**config.mk**
```make
export PLATFORM = sky130hd
export DESIGN_NAME = scan_display_ctrl_flat
export DESIGN_NICKNAME = d
export VERILOG_FILES = /design/src/rtl/scan_display_pkg.sv /design/src/rtl/scan_display_ctrl_if.sv /design/src/rtl/bin2bcd_seq.sv /design/src/rtl/scan_display_ctrl.sv /design/src/flat_wrapper.sv
export SDC_FILE = /design/constraint.sdc
export NUM_CORES = 1
export LEC_CHECK = 0
export ABC_CLOCK_PERIOD_IN_PS = 7600
export CORE_UTILIZATION = 40
export CTS_BUF_LIST = sky130_fd_sc_hd__clkbuf_4 sky130_fd_sc_hd__clkbuf_8
export CTS_CLUSTER_SIZE = 25
export DETAILED_ROUTE_END_ITERATION = 8
export GPL_ROUTABILITY_DRIVEN = 1
export PLACE_DENSITY_LB_ADDON = 0.1
export SLEW_MARGIN = 20
export SYNTH_ARGS = -nofsm -noshare
export SYNTH_HDL_FRONTEND = slang
export SYNTH_HIERARCHICAL = 1
export SYNTH_SLANG_ARGS = --single-unit
```
**constraint.sdc**
```tcl
create_clock -name clk -period 7.6 [get_ports clk]
set_clock_uncertainty 0.1 [all_clocks]
set_input_delay 1.9 -clock clk [delete_from_list [all_inputs] [get_ports clk]]
set_output_delay 1.9 -clock clk [all_outputs]
set_load 0.1 [all_outputs]
```
**src/rtl/scan_display_pkg.sv**
```systemverilog
// Shared constants and helpers for the multiplexed seven-segment display path.
// Segment codes are active-low: bit7 = dp, bits6:0 = g..a.
package scan_display_pkg;

  localparam int unsigned MAX_DIGITS = 8;

  localparam logic [7:0] SSEG_0     = 8'hC0;
  localparam logic [7:0] SSEG_1     = 8'hF9;
  localparam logic [7:0] SSEG_2     = 8'hA4;
  localparam logic [7:0] SSEG_3     = 8'hB0;
  localparam logic [7:0] SSEG_4     = 8'h99;
  localparam logic [7:0] SSEG_5     = 8'h92;
  localparam logic [7:0] SSEG_6     = 8'h82;
  localparam logic [7:0] SSEG_7     = 8'hF8;
  localparam logic [7:0] SSEG_8     = 8'h80;
  localparam logic [7:0] SSEG_9     = 8'h90;
  localparam logic [7:0] SSEG_A     = 8'h88;
  localparam logic [7:0] SSEG_B     = 8'h83;
  localparam logic [7:0] SSEG_C     = 8'hC6;
  localparam logic [7:0] SSEG_D     = 8'hA1;
  localparam logic [7:0] SSEG_E     = 8'h86;
  localparam logic [7:0] SSEG_F     = 8'h8E;
  localparam logic [7:0] SSEG_BLANK = 8'hFF;
  localparam logic [7:0] SSEG_DASH  = 8'hBF;

  // Index/counter width; never below 1 so a 2-entry range still gets a bit.
  function automatic int unsigned clog2(input int unsigned v);
    int unsigned r;
    r = 1;
    while ((32'd1 << r) < v) r++;
    return r;
  endfunction

  function automatic logic [7:0] sseg_code(input logic [3:0] nib);
    logic [7:0] c;
    c = SSEG_BLANK;
    case (nib)
      4'h0: c = SSEG_0;
      4'h1: c = SSEG_1;
      4'h2: c = SSEG_2;
      4'h3: c = SSEG_3;
      4'h4: c = SSEG_4;
      4'h5: c = SSEG_5;
      4'h6: c = SSEG_6;
      4'h7: c = SSEG_7;
      4'h8: c = SSEG_8;
      4'h9: c = SSEG_9;
      4'hA: c = SSEG_A;
      4'hB: c = SSEG_B;
      4'hC: c = SSEG_C;
      4'hD: c = SSEG_D;
      4'hE: c = SSEG_E;
      4'hF: c = SSEG_F;
      default: c = SSEG_BLANK;
    endcase
    return c;
  endfunction

endpackage

```
**src/rtl/scan_display_ctrl_if.sv**
```systemverilog
// Value/mode inputs and display pin outputs of the scanned display controller.
interface scan_display_ctrl_if #(
  parameter int unsigned DATA_WIDTH = 9,
  parameter int unsigned DIGITS     = 4
);
  logic [DATA_WIDTH-1:0] value;
  logic                  hex_mode;
  logic                  blank_zeros;
  logic [DIGITS-1:0]     dp_mask;
  logic [7:0]            sseg_indicator;
  logic [DIGITS-1:0]     digits;
  logic                  overflow;

  modport master (
    output value, hex_mode, blank_zeros, dp_mask,
    input  sseg_indicator, digits, overflow
  );

  modport slave (
    input  value, hex_mode, blank_zeros, dp_mask,
    output sseg_indicator, digits, overflow
  );
endinterface

```
**src/rtl/bin2bcd_seq.sv**
```systemverilog
// Sequential shift-add-3 binary to BCD converter, one bit per clock.
// The top nibble is a carry digit; it reads 4'hF if even wider digits were lost.
module bin2bcd_seq
  import scan_display_pkg::*;
#(
  parameter int unsigned DATA_WIDTH = 9,
  parameter int unsigned DIGITS     = 4
) (
  input  logic                      clk,
  input  logic                      rst,
  input  logic                      start_i,
  input  logic [DATA_WIDTH-1:0]     bin_i,
  output logic                      busy_o,
  output logic                      done_o,
  output logic [4*(DIGITS+1)-1:0]   bcd_o
);
  localparam int unsigned BW = 4 * (DIGITS + 1);
  localparam int unsigned IW = clog2(DATA_WIDTH);

  typedef enum logic [1:0] {CONV_IDLE, CONV_RUN, CONV_DONE} conv_state_e;

  conv_state_e           state_q, state_d;
  logic [DATA_WIDTH-1:0] bin_q, bin_d;
  logic [BW-1:0]         bcd_q, bcd_d, adj;
  logic                  sticky_q, sticky_d;
  logic [IW-1:0]         iter_q, iter_d;

  always_ff @(posedge clk or posedge rst) begin
    if (rst) begin
      state_q  <= CONV_IDLE;
      bin_q    <= '0;
      bcd_q    <= '0;
      sticky_q <= 1'b0;
      iter_q   <= '0;
    end else begin
      state_q  <= state_d;
      bin_q    <= bin_d;
      bcd_q    <= bcd_d;
      sticky_q <= sticky_d;
      iter_q   <= iter_d;
    end
  end

  always_comb begin
    state_d  = state_q;
    bin_d    = bin_q;
    bcd_d    = bcd_q;
    sticky_d = sticky_q;
    iter_d   = iter_q;
    adj      = bcd_q;
    for (int unsigned i = 0; i < DIGITS + 1; i++) begin
      if (bcd_q[4*i +: 4] >= 4'd5) adj[4*i +: 4] = bcd_q[4*i +: 4] + 4'd3;
    end
    case (state_q)
      CONV_IDLE: begin
        if (start_i) begin
          bin_d    = bin_i;
          bcd_d    = '0;
          sticky_d = 1'b0;
          iter_d   = '0;
          state_d  = CONV_RUN;
        end
      end
      CONV_RUN: begin
        // A bit leaving the carry nibble means a digit beyond DIGITS+1 is non-zero.
        bcd_d    = {adj[BW-2:0], bin_q[DATA_WIDTH-1]};
        bin_d    = bin_q << 1;
        sticky_d = sticky_q | adj[BW-1];
        iter_d   = iter_q + IW'(1);
        if (iter_q == IW'(DATA_WIDTH - 1)) state_d = CONV_DONE;
      end
      CONV_DONE: state_d = CONV_IDLE;
      default:   state_d = CONV_IDLE;
    endcase
  end

  assign busy_o = (state_q != CONV_IDLE);
  assign done_o = (state_q == CONV_DONE);
  assign bcd_o  = sticky_q ? {4'hF, bcd_q[BW-5:0]} : bcd_q;

endmodule

```
**src/rtl/scan_display_ctrl.sv**
```systemverilog
// Multiplexed common-anode display driver: prescaled digit scan, frame-synchronous
// sampling and commit of a decimal/hex conversion, zero blanking and dp overlay.
module scan_display_ctrl
  import scan_display_pkg::*;
#(
  parameter int unsigned DATA_WIDTH = 9,
  parameter int unsigned DIGITS     = 4,
  parameter int unsigned SCAN_DIV   = 8
) (
  input  logic                clk,
  input  logic                reset,
  scan_display_ctrl_if.slave  io
);
  localparam int unsigned NW = 4 * DIGITS;
  localparam int unsigned CW = clog2(SCAN_DIV);
  localparam int unsigned IW = clog2(DIGITS);
  localparam int unsigned XW = (DATA_WIDTH > NW) ? DATA_WIDTH : NW;

  logic [CW-1:0]       cnt_q, cnt_d;
  logic [IW-1:0]       idx_q, idx_d;
  logic [DIGITS-1:0]   dig_q, dig_d;
  logic [7:0]          sseg_q, sseg_d;
  logic [NW-1:0]       disp_nib_q, disp_nib_d, pend_nib_q, pend_nib_d, shw_nib;
  logic [DIGITS-1:0]   disp_blank_q, disp_blank_d, pend_blank_q, pend_blank_d, shw_blank;
  logic                disp_ovf_q, disp_ovf_d, pend_ovf_q, pend_ovf_d, shw_ovf;
  logic                pend_valid_q, pend_valid_d;
  logic                blank_en_q, blank_en_d;
  logic                tick, boundary, commit, start;
  logic                conv_busy, conv_done;
  logic [4*(DIGITS+1)-1:0] conv_bcd;
  logic [XW-1:0]       val_x;
  logic [7:0]          code;

  function automatic logic [DIGITS-1:0] lz_mask(input logic [NW-1:0] nib, input logic en);
    logic [DIGITS-1:0] m;
    logic              zero_run;
    m        = '0;
    zero_run = 1'b1;
    for (int unsigned k = 1; k < DIGITS; k++) begin
      zero_run        = zero_run && (nib[4*(DIGITS-k) +: 4] == 4'd0);
      m[DIGITS-k]     = en && zero_run;
    end
    return m;
  endfunction

  bin2bcd_seq #(
    .DATA_WIDTH (DATA_WIDTH),
    .DIGITS     (DIGITS)
  ) u_conv (
    .clk     (clk),
    .rst     (reset),
    .start_i (start && !io.hex_mode),
    .bin_i   (io.value),
    .busy_o  (conv_busy),
    .done_o  (conv_done),
    .bcd_o   (conv_bcd)
  );

  always_ff @(posedge clk or posedge reset) begin
    if (reset) begin
      cnt_q        <= '0;
      idx_q        <= '0;
      dig_q        <= DIGITS'(1);
      sseg_q       <= SSEG_BLANK;
      disp_nib_q   <= '0;
      disp_blank_q <= '1;
      disp_ovf_q   <= 1'b0;
      pend_nib_q   <= '0;
      pend_blank_q <= '1;
      pend_ovf_q   <= 1'b0;
      pend_valid_q <= 1'b0;
      blank_en_q   <= 1'b0;
    end else begin
      cnt_q        <= cnt_d;
      idx_q        <= idx_d;
      dig_q        <= dig_d;
      sseg_q       <= sseg_d;
      disp_nib_q   <= disp_nib_d;
      disp_blank_q <= disp_blank_d;
      disp_ovf_q   <= disp_ovf_d;
      pend_nib_q   <= pend_nib_d;
      pend_blank_q <= pend_blank_d;
      pend_ovf_q   <= pend_ovf_d;
      pend_valid_q <= pend_valid_d;
      blank_en_q   <= blank_en_d;
    end
  end

  always_comb begin
    tick     = (cnt_q == CW'(SCAN_DIV - 1));
    boundary = tick && (idx_q == IW'(DIGITS - 1));
    commit   = boundary && pend_valid_q;
    start    = boundary && !conv_busy;

    cnt_d = tick ? '0 : cnt_q + CW'(1);
    idx_d = idx_q;
    dig_d = dig_q;
    if (tick) begin
      idx_d = boundary ? '0 : idx_q + IW'(1);
      dig_d = {dig_q[DIGITS-2:0], dig_q[DIGITS-1]};
    end

    // Digit 0 of the new frame must already see the freshly committed result.
    shw_nib      = commit ? pend_nib_q   : disp_nib_q;
    shw_blank    = commit ? pend_blank_q : disp_blank_q;
    shw_ovf      = commit ? pend_ovf_q   : disp_ovf_q;
    disp_nib_d   = shw_nib;
    disp_blank_d = shw_blank;
    disp_ovf_d   = shw_ovf;

    val_x        = XW'(io.value);
    pend_nib_d   = pend_nib_q;
    pend_blank_d = pend_blank_q;
    pend_ovf_d   = pend_ovf_q;
    pend_valid_d = pend_valid_q && !commit;
    blank_en_d   = start ? io.blank_zeros : blank_en_q;
    if (start && io.hex_mode) begin
      pend_nib_d   = val_x[NW-1:0];
      pend_ovf_d   = ((val_x >> NW) != '0);
      pend_blank_d = lz_mask(val_x[NW-1:0], io.blank_zeros);
      pend_valid_d = 1'b1;
    end else if (conv_done) begin
      pend_nib_d   = conv_bcd[NW-1:0];
      pend_ovf_d   = (conv_bcd[NW +: 4] != 4'd0);
      pend_blank_d = lz_mask(conv_bcd[NW-1:0], blank_en_q);
      pend_valid_d = 1'b1;
    end

    code = sseg_code(shw_nib[4*idx_d +: 4]);
    if (shw_blank[idx_d]) code = SSEG_BLANK;
    if (shw_ovf)          code = SSEG_DASH;
    code[7] = code[7] & ~io.dp_mask[idx_d];
    sseg_d  = tick ? code : sseg_q;
  end

  assign io.sseg_indicator = sseg_q;
  assign io.digits         = dig_q;
  assign io.overflow       = disp_ovf_q;

endmodule
```
**src/flat_wrapper.sv**
```systemverilog
// flat-port wrapper written by rule: the top's interface ports become plain ports
module scan_display_ctrl_flat import scan_display_pkg::*;
#(
  parameter int unsigned DATA_WIDTH = 9,
  parameter int unsigned DIGITS     = 4,
  parameter int unsigned SCAN_DIV   = 8
)
  (clk, reset, io_value, io_hex_mode, io_blank_zeros, io_dp_mask, io_sseg_indicator, io_digits, io_overflow);
  scan_display_ctrl_if #(.DATA_WIDTH(DATA_WIDTH), .DIGITS(DIGITS)) io_i ();
  input  logic clk;
  input  logic reset;
  input wire logic [$bits(io_i.value)-1:0] io_value;
  input wire logic [$bits(io_i.hex_mode)-1:0] io_hex_mode;
  input wire logic [$bits(io_i.blank_zeros)-1:0] io_blank_zeros;
  input wire logic [$bits(io_i.dp_mask)-1:0] io_dp_mask;
  output wire logic [$bits(io_i.sseg_indicator)-1:0] io_sseg_indicator;
  output wire logic [$bits(io_i.digits)-1:0] io_digits;
  output wire logic [$bits(io_i.overflow)-1:0] io_overflow;
  assign io_i.value = io_value;
  assign io_i.hex_mode = io_hex_mode;
  assign io_i.blank_zeros = io_blank_zeros;
  assign io_i.dp_mask = io_dp_mask;
  assign io_sseg_indicator = io_i.sseg_indicator;
  assign io_digits = io_i.digits;
  assign io_overflow = io_i.overflow;
  scan_display_ctrl #(.DATA_WIDTH(DATA_WIDTH), .DIGITS(DIGITS), .SCAN_DIV(SCAN_DIV)) u_core (.clk(clk), .reset(reset), .io(io_i));
endmodule
```
# --- Yosys cells after proc, flatten, opt, wreduce, memory -nomap -nowiden ---
# Memories as Yosys holds them, arrays and structs flattened.
# Index checks and enable logic that the tools add are counted.
classes:
  n_addsub: 8
  order_cmp: 6
  eq_ne: 7
  shift: 1
  mux: 37
  bitwise_logic: 4
  reduce_logical: 28
ops:
  columns: ["operator", "count"]
  rows:
  - ["$mux 16", 3]
  - ["$mux 20", 2]
  - ["$pmux 20 s2", 1]
  - ["$mux 4", 9]
  - ["$add 4x2->4 const B", 5]
  - ["$ge 4x3->1 const B", 5]
  - ["$pmux 9 s2", 1]
  - ["$logic_not 4->1", 4]
  - ["$mux 8", 2]
  - ["$shiftx 16x5->4", 1]
  - ["$logic_and 1x1->1", 14]
  - ["$mux 9", 1]
  - ["$mux 1", 8]
  - ["$mux 2", 4]
  - ["$pmux 4 s2", 1]
  - ["$reduce_bool 2->1", 3]
  - ["$add 4x1->4 const B", 1]
  - ["$bmux 1 s2", 2]
  - ["$eq 2x2->1 const B", 2]
  - ["$eq 4x4->1 const B", 1]
  - ["$ne 2x2->1 const B", 2]
  - ["$pmux 2 s2", 1]
  - ["$reduce_and 2->1", 2]
  - ["$reduce_bool 4->1", 1]
  - ["12 further kinds", 15]
totals:
  regBits: 97
  mem_bits_ro: 112
  input_bits: 17
  memories: 1
memory_table:
  columns: ["name", "words", "width", "rd", "rd_clocked_by_memory_dff", "write_ports", "line", "rtl"]
  rows:
  - ["(name not given)", 16, 7, 1, 0, 0, "scan_display_pkg.sv:37", "case (nib)"]

# --- Logic depth before layout (Yosys ltp) ---
logic_depth:
  ltp_word: 9
  mapped_depth: 15
  mapped_depth_nobuf: 12

# --- Cells and area by module ---
# Netlist, hierarchy kept.
modules_own_cells:
  columns: ["module", "n_inst", "cells_per_inst", "area_each_um2", "seq_area_each_um2"]
  rows:
  - ["scan_display_ctrl", 1, 341, 3268.1, 1547.7]
  - ["bin2bcd_seq", 1, 231, 2252.2, 900.9]

# --- Worst setup path before layout ---
# OpenSTA, ideal clock, no wires.
synth_path:
  path_type: "input to register"
  startpoint: "in io_hex_mode"
  endpoint: "reg u_core.u_conv.sticky_q"
  arrival_ns: 2.685
  t_required_ns: 7.372
  path_slack_ns: 4.687
  path_stages: 5
  n_path_buf: 1
  path_cell_list: "nor3_1 > clkbuf_1 > nand2b_1 > o21ai_0 > o31ai_1"
synth_between:
  elab_chain_len: 4
synth_lines:
  columns: ["item", "line", "rtl"]
  rows:
  - ["from (decl)", "flat_wrapper.sv:13", "input wire logic [$bits(io_i.hex_mode)-1:0] io_hex_mode;"]
  - ["$logic_not 1->1", "scan_display_ctrl.sv:52", ".start_i (start && !io.hex_mode),"]
  - ["$logic_and 1x1->1", "scan_display_ctrl.sv:52", null]
  - ["$ne 2x2->1 (no source line)", null, null]
  - ["$reduce_and 2->1 (no source line)", null, null]
  - ["to (signal assigned)", "bin2bcd_seq.sv:39", "sticky_q <= sticky_d;"]
  - ["to (decl)", "bin2bcd_seq.sv:25", "logic sticky_q, sticky_d;"]
# No other way between the ends.
# A chain may end at the register's enable or synchronous reset.

# --- Worst setup path after layout ---
layout_path:
  startpoint: "reg u_core.dig_q[0] (netlist: u_core/io.digits[0])"
  endpoint: "out io_digits[0]"
layout_rtl:
  columns: ["item", "line", "rtl"]
  rows:
  - ["from (decl)", "scan_display_ctrl.sv:21", "logic [DIGITS-1:0] dig_q, dig_d;"]
  - ["from (signal assigned)", "scan_display_ctrl.sv:76", "dig_q <= dig_d;"]
  - ["to (decl)", "flat_wrapper.sv:17", "output wire logic [$bits(io_i.digits)-1:0] io_digits;"]
# No word-level cell between the ends.

==> impl_summary.txt <==
----------------------------------------------------
[Timing]
  Max Clk Rate ... 247 MHz
  Number of max-slew violations in the final report ... 0
  Worst Max-Slew Pin Slew ... 966 ps
  Setup TNS ... 0 ps
  Final min period ... 4040 ps
  Fin crit share ... 0.532
  Final-report setup violation count ... 0
  Worst slew margin relative to its limit ... 0.354
  Count of endpoints failing hold in the final timing report ... 0
  RSZ-0062 raised after global routing ... false
  Hold slack ... 339 ps

[Power and ir drop]
  Highest ir drop seen on vdd ... 0.000187 V
  Total power divided by cell area ... 280 nW/um2
  Total power draw ... 1.68 mW
  Cell leakage power ... 2.44 nW

[Drt]
  Routed WL ... 12000 um
  Detailed-route DRC error count ... 0
  Router iterations before antenna repair ... 4
  Antenna-violating nets left ... 0
  Number of vias after detailed routing ... 4040
  Routed length per placed instance ... 16.0 um
  DR vias/cell ... 5.39
  Drt first-iter violations ... 213

[Finish]
  Layout cells sized above 1 ... 0.124
  Filler cell count ... 1311
  Layout net count ... 607
  Area Overhead vs Synth ... 8.32%
  Number of antenna diodes ... 0
  Most frequent standard cell in the layout excluding fill and tap cells ... sky130_fd_sc_hd__nand2_1
  Most frequent cells in the layout ... 100 x sky130_fd_sc_hd__nand2_1, 80 x sky130_fd_sc_hd__dfrtp_1, 41 x sky130_fd_sc_hd__o21ai_0

[Floorplanning]
  DIE WIDTH ... 119 um
  # IOs ... 30
  Number of rows created at floorplan ... 42
  Core area ... 13300 um2
  Die Outline Area ... 14300 um2
  Initial core utilization ... 0.414
  Vertical die dimension ... 119 um

[Logic synthesis]
  Yosys top cell area share ... 0.363
  Mapped Cells ... 572
  Adder-cell share of the synthesized area ... 0.0476
  Fraction of synthesized area in multiplexers ... 0.0655
  Count of flip-flops with a built-in enable after synthesis ... 0
  Post-synth cell types ... 64
  Dominant register cell in the synthesized netlist ... sky130_fd_sc_hd__dfrtp_1
  Syn Area/Cell ... 9.65 um2
  Register bit total from synthesis ... 97
  Syn nets ... 610
  Largest family of logic cells by synthesized area ... compound AO/OA/AOI/OAI gates
  Post-synth ARST share ... 1.00
  Largest cells by area after synthesis ... sky130_fd_sc_hd__dfrtp_1 36%, sky130_fd_sc_hd__dfstp_2 8.1%, sky130_fd_sc_hd__nand2_1 6.8%
  Share of synthesized area occupied by flip-flops and latches ... 0.444
  Number of warnings issued by yosys ... 6
  Synthesized area ... 5520 um2
  Basic-gate share of the synthesized area counting and, or, nand and nor cells ... 0.175
  Leading area contributor after synthesis ... sky130_fd_sc_hd__dfrtp_1
  Xor/xnor share of the synthesized area ... 0.00952
  Synthesized-area fraction occupied by ao, oa, aoi and oai cells ... 0.175

[Global route]
  Overall fraction of global-route tracks in use ... 0.184
  Vias in the first global route ... 4012
  Overflow left after global routing ... 0
  Antenna violations before repair ... 0
  Pin count of the biggest net entering global routing ... 62
  Wire length of the first global-routing pass ... 20700 um

[Worst hold path]
  Classification of the worst-slack hold path ... reg -> reg
  Launch instance of the worst min-delay path ... u_core/cnt_q[0]$_DFF_PP0_

[Clock tree]
  Worst-case clock buffer depth ... 2
  # clock sinks ... 97
  TritonCTS buffer count ... 9
  Cell chosen for the clock root ... sky130_fd_sc_hd__clkbuf_8
  Maximum level of the CTS H-tree ... 3
  Clk pin slew, worst setup/hold paths ... 90 ps
  Post-CTS setup-driven buffer insertion count ... 0
  Number of hold buffers added after cts ... 0
  Post-cts sizing count ... 0
  Clk_lat worst skew ... 370 ps
  Clock tree from TritonCTS ... yes

[Setup path]
  Top Family by Delay on Critical Path ... buffers and inverters
  Total buffers and inverters traversed by the critical path ... 1
  Required time at the endpoint of the critical path ... 5600 ps
  Crit path capture type ... primary output
  R2R Path Start ... u_core/idx_q[0]$_DFF_PP0_
  CP startpoint kind ... flop
  CP max stage delay ... 1120 ps
  Worst path cell trace ... clkdlybuf4s50_1
  Library cell contributing the largest single delay on the critical path ... sky130_fd_sc_hd__clkdlybuf4s50_1
  Arrival time at the worst endpoint ... 2040 ps
  Beginning of the critical path ... u_core/io.digits[0]$_DFFE_PP1N_
  Critical path peak fanout ... 3
  Kind of critical path ... reg -> out

[Place]
  Port Buffer Count ... 29
  Total half-perimeter wirelength after legalization and detailed placement ... 8290 um
  Routability congestion estimate ... 0.807

[Run]
  Number of maximum-capacitance constraint violations ... 0

[Status]
  Run status ... finished clean

----------------------------------------------------
[Yosys cell counts (all sizes together) (6+ instances only)]
cell,count
o21ai,41
a21oi,20
clkbuf,9
buf,38
dfstp,17
a32o,6
nor2b,13
o21a,6
ha,21
nand2b,12
or2,8
inv,34
mux2i,26
o2111ai,10
nor2,29
mux2,9
and3b,8
dfrtp,80
nand2,100
o31ai,6
[power breakdown]
group	switching [mW]	internal (mW)
Sequential	0.128	0.643
Combinational	0.301	0.214
Clock	0.183	0.207
Total	0.612	1.06
[routing by layer]
layer | track usage | vias to the layer above | share of wire
li1 | - | 1973 | -
met2 | 0.283 | 65 | 0.46
met1 | 0.257 | 1984 | 0.50
met4 | 0.0805 | 0 | 0.023
met3 | 0.0268 | 18 | 0.027
met5 | 0 | - | 0
[state kept, by name, summed over array words and instances, names as in the netlist, 4 cells and up]
| register | count |
|---|---|
| u_core/io.digits | 4 |
| u_core/io.sseg_indicator | 8 |
| u_core/u_conv/bcd_q | 20 |
| u_core/pend_blank_q | 4 |
| u_core/disp_nib_q | 16 |
| u_core/u_conv/iter_q | 4 |
| u_core/pend_nib_q | 16 |
| u_core/u_conv/bin_q | 9 |
| u_core/disp_blank_q | 4 |
[path summary, 6_finish.rpt]
check | slack, ps | to | depth (start not counted)
worst max-delay path | 3560 | io_digits[0] | 1
worst min register to register | 340 | u_core/cnt_q[0]$_DFF_PP0_ | 1
max in group asynchronous | 4900 | u_core/disp_nib_q[5]$_DFF_PP0_ | 3
worst min-delay path | 340 | u_core/cnt_q[0]$_DFF_PP0_ | 1
worst max register to register | 4040 | u_core/io.sseg_indicator[3]$_DFFE_PP1N_ | 11
min in group asynchronous | 1890 | u_core/u_conv/bcd_q[13]$_DFFE_PP0P_ | 3
[stage by stage]
step	area, um2	setup WS, ps	util	instances
after CTS	5970	3530	0.448	750
final	5980	3560	0.448	750
after global routing	5980	3500	0.448	750
after floorplan	5520	4120	-	572
after detailed placement	5740	3300	0.430	734
after global placement	5730	3330	0.429	734
[layout make-up]
| cell class | instances | area (um2) | share of cell area |
|---|---|---|---|
| Clock buffer | 12 | 159 | 0.0266 |
| Clock inverter | 4 | 75.1 | 0.0126 |
| Inverter | 34 | 128 | 0.0213 |
| Multi-Input combinational cell | 394 | 2630 | 0.440 |
| Sequential cell | 97 | 2450 | 0.410 |
| Tap cell | 176 | 220 | 0.0368 |
| Timing Repair Buffer | 33 | 320 | 0.0536 |
[cells by family (layout without fill, tap and decap cells)]
family / after synthesis / count (layout)
buf+inv: 81 / 83
compound gates: 133 / 133
mux: 35 / 35
simple gates: 199 / 199
xor+xnor: 6 / 6
fa+ha+maj: 21 / 21
flops: 97 / 97
Power figures use the tool's default switching activity.
